==> src/rtl/core_pkg.sv <==
// Shared RV32I pipeline definitions: opcodes, forwarding selects, stage tag record
// and hazard FSM states.
package core_pkg;

  localparam logic [6:0] OP_R      = 7'b0110011;
  localparam logic [6:0] OP_IMM    = 7'b0010011;
  localparam logic [6:0] OP_LOAD   = 7'b0000011;
  localparam logic [6:0] OP_STORE  = 7'b0100011;
  localparam logic [6:0] OP_BRANCH = 7'b1100011;
  localparam logic [6:0] OP_JAL    = 7'b1101111;
  localparam logic [6:0] OP_JALR   = 7'b1100111;
  localparam logic [6:0] OP_LUI    = 7'b0110111;
  localparam logic [6:0] OP_AUIPC  = 7'b0010111;

  localparam int REG_W = 5;

  typedef enum logic [1:0] {
    FWD_RF  = 2'b00,
    FWD_MEM = 2'b01,
    FWD_WB  = 2'b10
  } fwd_sel_t;

  typedef enum logic {
    HZ_RUN      = 1'b0,
    HZ_MEM_WAIT = 1'b1
  } hz_state_t;

  // Unused source/destination fields are stored as x0 so they can never match.
  typedef struct packed {
    logic             valid;
    logic [REG_W-1:0] rd;
    logic             wen;
    logic             is_load;
    logic             is_mem;
    logic [REG_W-1:0] rs1;
    logic [REG_W-1:0] rs2;
  } stage_tag_t;

endpackage

==> src/rtl/reg_use_decode.sv <==
// Register-usage decode of an RV32I instruction: which architectural registers it
// reads and writes, and whether it touches data memory.
module reg_use_decode
  import core_pkg::*;
(
  input  logic [31:0]      instruction,
  output logic [REG_W-1:0] rd,
  output logic             wen,
  output logic [REG_W-1:0] rs1,
  output logic             rs1_used,
  output logic [REG_W-1:0] rs2,
  output logic             rs2_used,
  output logic             is_load,
  output logic             is_mem
);

  logic unused_bits;

  assign rd          = instruction[11:7];
  assign rs1         = instruction[19:15];
  assign rs2         = instruction[24:20];
  assign unused_bits = ^{instruction[31:25], instruction[14:12]};

  always_comb begin
    wen      = 1'b0;
    rs1_used = 1'b0;
    rs2_used = 1'b0;
    is_load  = 1'b0;
    is_mem   = 1'b0;
    case (instruction[6:0])
      OP_R:      begin wen = 1'b1; rs1_used = 1'b1; rs2_used = 1'b1; end
      OP_IMM:    begin wen = 1'b1; rs1_used = 1'b1; end
      OP_LOAD:   begin wen = 1'b1; rs1_used = 1'b1; is_load = 1'b1; is_mem = 1'b1; end
      OP_STORE:  begin rs1_used = 1'b1; rs2_used = 1'b1; is_mem = 1'b1; end
      OP_BRANCH: begin rs1_used = 1'b1; rs2_used = 1'b1; end
      OP_JAL:    wen = 1'b1;
      OP_JALR:   begin wen = 1'b1; rs1_used = 1'b1; end
      OP_LUI:    wen = 1'b1;
      OP_AUIPC:  wen = 1'b1;
      default:   ;
    endcase
  end

endmodule

==> src/rtl/hazard_controller.sv <==
// Hazard controller for the 5-stage RV32I core: tracks EX/MEM/WB destination tags
// and drives stall/flush/freeze enables, ALU forwarding selects and a stall counter.
module hazard_controller
  import core_pkg::*;
#(
  parameter int CNT_W     = 32,
  parameter int XLEN_REGS = 32
) (
  input  logic             clk,
  input  logic             reset,
  input  logic [31:0]      id_instruction,
  input  logic             id_valid,
  input  logic             ex_branch_taken,
  input  logic             dmem_ready,
  output logic             stall_if,
  output logic             stall_id,
  output logic             flush_id,
  output logic             flush_ex,
  output logic             freeze,
  output logic [1:0]       fwd_a,
  output logic [1:0]       fwd_b,
  output logic [CNT_W-1:0] stall_cycles
);

  function automatic logic tag_live(input logic [REG_W-1:0] t);
    return (t != '0) && (32'(t) < 32'(XLEN_REGS));
  endfunction

  function automatic fwd_sel_t fwd_pick(input logic [REG_W-1:0] rs,
                                        input logic       ex_valid,
                                        input stage_tag_t mem_t,
                                        input stage_tag_t wb_t);
    if (!ex_valid || !tag_live(rs))                 return FWD_RF;
    if (mem_t.valid && mem_t.wen && mem_t.rd == rs) return FWD_MEM;
    if (wb_t.valid && wb_t.wen && wb_t.rd == rs)    return FWD_WB;
    return FWD_RF;
  endfunction

  function automatic logic [CNT_W-1:0] sat_inc(input logic [CNT_W-1:0] c);
    return (&c) ? c : c + 1'b1;
  endfunction

  logic [REG_W-1:0] id_rd, id_rs1, id_rs2;
  logic             id_wen, id_rs1_used, id_rs2_used, id_is_load, id_is_mem;
  stage_tag_t       id_tag;
  stage_tag_t       ex_tag_p0, mem_tag_p1, wb_tag_p2;
  hz_state_t        state, state_nxt;
  fwd_sel_t         fwd_a_sel, fwd_b_sel;
  logic             mem_wait_req, load_use, stall_c;
  logic             unused_tags;

  reg_use_decode u_decode (
    .instruction (id_instruction),
    .rd          (id_rd),
    .wen         (id_wen),
    .rs1         (id_rs1),
    .rs1_used    (id_rs1_used),
    .rs2         (id_rs2),
    .rs2_used    (id_rs2_used),
    .is_load     (id_is_load),
    .is_mem      (id_is_mem)
  );

  // ---- ID: build the record that would enter EX ----
  always_comb begin
    id_tag         = '0;
    id_tag.valid   = id_valid && !flush_ex;
    id_tag.rd      = id_wen ? id_rd : '0;
    id_tag.wen     = id_wen;
    id_tag.is_load = id_is_load;
    id_tag.is_mem  = id_is_mem;
    id_tag.rs1     = id_rs1_used ? id_rs1 : '0;
    id_tag.rs2     = id_rs2_used ? id_rs2 : '0;
  end

  assign load_use = id_valid && ex_tag_p0.valid && ex_tag_p0.is_load && tag_live(ex_tag_p0.rd)
                 && ((id_rs1_used && id_rs1 == ex_tag_p0.rd) ||
                     (id_rs2_used && id_rs2 == ex_tag_p0.rd));

  assign mem_wait_req = mem_tag_p1.valid && mem_tag_p1.is_mem && !dmem_ready;

  // ---- ID -> EX -> MEM -> WB: only the valid bits are reset ----
  always_ff @(posedge clk) begin
    if (!freeze) begin
      ex_tag_p0  <= id_tag;
      mem_tag_p1 <= ex_tag_p0;
      wb_tag_p2  <= mem_tag_p1;
    end
    if (reset) begin
      ex_tag_p0.valid  <= 1'b0;
      mem_tag_p1.valid <= 1'b0;
      wb_tag_p2.valid  <= 1'b0;
    end
  end

  assign unused_tags = ^{mem_tag_p1, wb_tag_p2};

  // ---- EX: forwarding selects ----
  always_comb begin
    fwd_a_sel = fwd_pick(ex_tag_p0.rs1, ex_tag_p0.valid, mem_tag_p1, wb_tag_p2);
    fwd_b_sel = fwd_pick(ex_tag_p0.rs2, ex_tag_p0.valid, mem_tag_p1, wb_tag_p2);
  end

  assign fwd_a = fwd_a_sel;
  assign fwd_b = fwd_b_sel;

  always_ff @(posedge clk) begin
    if (reset) state <= HZ_RUN;
    else       state <= state_nxt;
  end

  always_comb begin
    state_nxt = state;
    case (state)
      HZ_RUN:      if (mem_wait_req) state_nxt = HZ_MEM_WAIT;
      HZ_MEM_WAIT: if (dmem_ready)   state_nxt = HZ_RUN;
      default:     state_nxt = HZ_RUN;
    endcase
  end

  // Freeze acts in the same cycle the wait is first seen; priority is
  // freeze, then branch redirect, then load-use bubble.
  always_comb begin
    freeze   = (state == HZ_MEM_WAIT) ? !dmem_ready : mem_wait_req;
    stall_c  = 1'b0;
    flush_id = 1'b0;
    flush_ex = 1'b0;
    if (freeze) begin
      stall_c = 1'b1;
    end else if (ex_branch_taken) begin
      flush_id = 1'b1;
      flush_ex = 1'b1;
    end else if (load_use) begin
      stall_c  = 1'b1;
      flush_ex = 1'b1;
    end
  end

  assign stall_if = stall_c;
  assign stall_id = stall_c;

  always_ff @(posedge clk) begin
    if (reset)         stall_cycles <= '0;
    else if (stall_if) stall_cycles <= sat_inc(stall_cycles);
  end

endmodule
==> config.mk <==
export PLATFORM = sky130hd
export DESIGN_NAME = hazard_controller
export DESIGN_NICKNAME = d
export VERILOG_FILES = /design/src/rtl/core_pkg.sv /design/src/rtl/reg_use_decode.sv /design/src/rtl/hazard_controller.sv
export SDC_FILE = /design/constraint.sdc
export NUM_CORES = 1
export LEC_CHECK = 0
export BUFFER_PORTS_ARGS = -buffer_cell sky130_fd_sc_hd__buf_2
export CAP_MARGIN = 30
export CORE_ASPECT_RATIO = 0.5
export CORE_UTILIZATION = 35
export DETAILED_ROUTE_END_ITERATION = 8
export SYNTH_ARGS = -nofsm -noshare
export SYNTH_HDL_FRONTEND = slang
export SYNTH_SLANG_ARGS = --single-unit
==> constraint.sdc <==
create_clock -name clk -period 3.01 [get_ports clk]
set_input_delay 0.4515 -clock clk [delete_from_list [all_inputs] [get_ports clk]]
set_output_delay 0.4515 -clock clk [all_outputs]
set_load 0.005 [all_outputs]
==> metrics.txt <==
status=completed; Yosys cell types=46; commonest cells in the netlist=dfxtp_1 (36), edfxtp_1 (31), a21oi_1 (27); cts hold-fix bufs=0; via count=2708; top routing layer in use=met4; non-filler cells, final=532; Syn-to-layout area delta=22.45%; number of global-route vias before repair=2474; critical path fanouts, max=5; Req. time, crit path=2.56 ns; H-Tree Depth=3; DP HPWL=about 5.5 mm; die width=140.6 um; RSZ-0062 raised after global routing=false; Clock Tree Root=clkbuf_16; Post-synth ARST share=0%; final period utilization=between 90% and 100%; RR Startpoint=stall_cycles[8]; Hold Crit Class=input port to register; critical path class=register to output pin; Worst-Skew Late Latency=0.33 ns; I/O Pins=78; PortBufs=67; Flop pwr share=47.9%; first-pass GRT wire length=roughly 12 mm; Clock power frac=48.6%; ANT nets after route=0; wire length after detailed routing=~7.4 mm; GPL Wtd Cong=0.7772; Seq cells post-synth=67; row count=24; Post-CTS Resized=0; Slew Limit Fails=0; Synthesis Warnings=0; total gr overflow=0; Post-CTS Setup Repair Bufs=0; placed insts=slightly above 500; Mean Syn Cell Area=10.00 sq um; Die Ht=71.29 um; Post-Syn Area=3361 sq um; nets@finish=448; Final Hold Fails=0; Worst slew margin=52.11%; most common cell in the netlist=dfxtp_1; Gate power share=3.5%; proportion of netlist area held by the largest area contributor=27.70%; post-route setup slack=0.1314 ns; Starting Density=37.31%; share of layout cells above drive strength 1=25.06%; area leader, netlist=edfxtp_1; Max VDD drop=0.2627 mV; met2 routed WL=around 3.3 mm; Fin Setup TNS=0 ns; largest net degree at the start of global routing=38; Worst Skew=0.005337 ns; ys flop type=dfxtp_1; Clk pin slew, worst setup/hold paths=0.05 ns; switch share=20.09%; Synth area leaders=edfxtp_1 (28%), dfxtp_1 (21%), xnor2_1 (5.7%); fmax=347.4 MHz; Syn Inst Count=336; clock buffer count from CTS=9; Vias/cell=5.090; Residual DRC=0; CTS tree=yes; CTS max path bufs=2; worst slew pin tran=0.7184 ns; area of the core=9009 sq um; pre-CTS setup slack=0.2143 ns; Mapped Nets=374; P_leak=~1.6 nW; sequential-to-total area share from yosys stat=49.14%; hold path startpoint=id_instruction[9]; overall routing resource usage=15.90%; number of synthesized flops with an enable pin=31; drt initial violations=125; worst path arrival time=2.43 ns; Critical Path End Type=output pin; M1 WL=3.704 mm; Antenna Cells=0; Worst setup SP type=register; met3 WL post-DR=274 um; Internal Power=~0.0016 W; Min Clock Period, post-route=about 2.9 ns; NetSw=0.0004050 W; Clock Sinks=67; R2R Setup Slk=0.35 ns; initial antenna violation count=0; Final setup viols=0; average routed wire per standard cell=13.95 um; max-cap viol count=0; Pwr Density=489.8 nW/um^2; DRT Pass-1 Iters=4; Worst Setup SP=ex_tag_p0[15]; die area=10020 sq um
-- power groups by stage --
stage                     sequential (W)  combinational (W)  clock [W]
after floorplan                 0.000980          0.0000367          0
after global placement          0.000983          0.0000704          0
after detailed placement        0.000984          0.0000707          0
after CTS                       0.000965          0.0000711    0.00101
after global routing            0.000965          0.0000794    0.00105
final                           0.000965          0.0000704   0.000980
-- per-layer routing --
layer,up-vias,GRT usage [%]
met5,-,0
met4,0,5.797
met3,11,4.612
met2,50,24.89
met1,1257,21.14
li1,1390,-
-- worst max-delay path, stage by stage, from the launching register on --
cell and delay (ns):
edfxtp_1 0.48, or4_1 0.54, o2111ai_1 0.33, a211oi_2 0.13
buf_4 0.17, or2_2 0.31, buf_2 0.14
-- sequential cells by signal, indices dropped and copies added (netlist names) --
signal / flops
stall_cycles: 32
ex_tag_p0: 19
mem_tag_p1: 8
wb_tag_p2: 7
state: 1
-- layout by cell type, fill, tap and decap left out, types with 2 or more instances in the layout --
cell,n
nor3_1,7
buf_2,67
and2_1,15
inv_1,6
nand2_1,25
clkbuf_1,2
edfxtp_1,31
nor2_1,22
xnor2_1,22
or3_1,15
o31ai_1,4
xor2_1,17
and4_1,2
o211ai_1,5
nor4_1,5
or2_2,3
and2_2,5
clkbuf_16,9
clkinv_2,2
buf_4,7
nand4_1,11
or4_1,11
and3_1,2
o2111ai_1,4
o21ai_0,20
nor2b_1,3
a21oi_1,27
dfxtp_1,36
nand3_1,9
clkbuf_8,3
-- stage by stage --
step | area, sq um | util (%) | total power, W | hold WS [ns]
floorplan | 3361 | - | 0.001017 | 0.4003
global placement | 3831 | 42.53 | 0.001054 | 0.4012
detailed placement | 3831 | 42.53 | 0.001054 | 0.4117
CTS | 4115 | 45.68 | 0.002043 | 0.3904
global route | 4115 | 45.68 | 0.002094 | 0.4045
finish | 4115 | 45.68 | 0.002015 | 0.4020
-- path summary, 6_finish.rpt --
kind	endpoint	depth (start not counted)
setup / recovery	stall_id	6
hold / removal	ex_tag_p0[15]	2
setup reg to reg	stall_cycles[1]	7
hold reg to reg	mem_tag_p1[12]	0
-- cells by family after synthesis --
kind of cell | after synthesis | synth area share [%]
AO/OA/AOI/OAI | 69 | 13.44
XOR/XNOR | 39 | 10.16
adder cells (fa/ha/maj) | 1 | 0.3722
buffers and inverters | 17 | 2.568
flip-flops | 67 | 49.14
multiplexers | 1 | 0.2979
AND/OR/NAND/NOR | 142 | 24.01
-- area by class of cell --
class / count / area [sq um]
multi-input cells: 252 / 1623
repair buffers: 74 / 387.9
clock inverters: 2 / 10.01
flip-flops and latches: 67 / 1652
inverters: 6 / 22.52
fillers: 880 / 4893
well taps: 117 / 146.4
clock buffers: 14 / 274.0
Note: power is estimated with default switching activity, not from simulation.
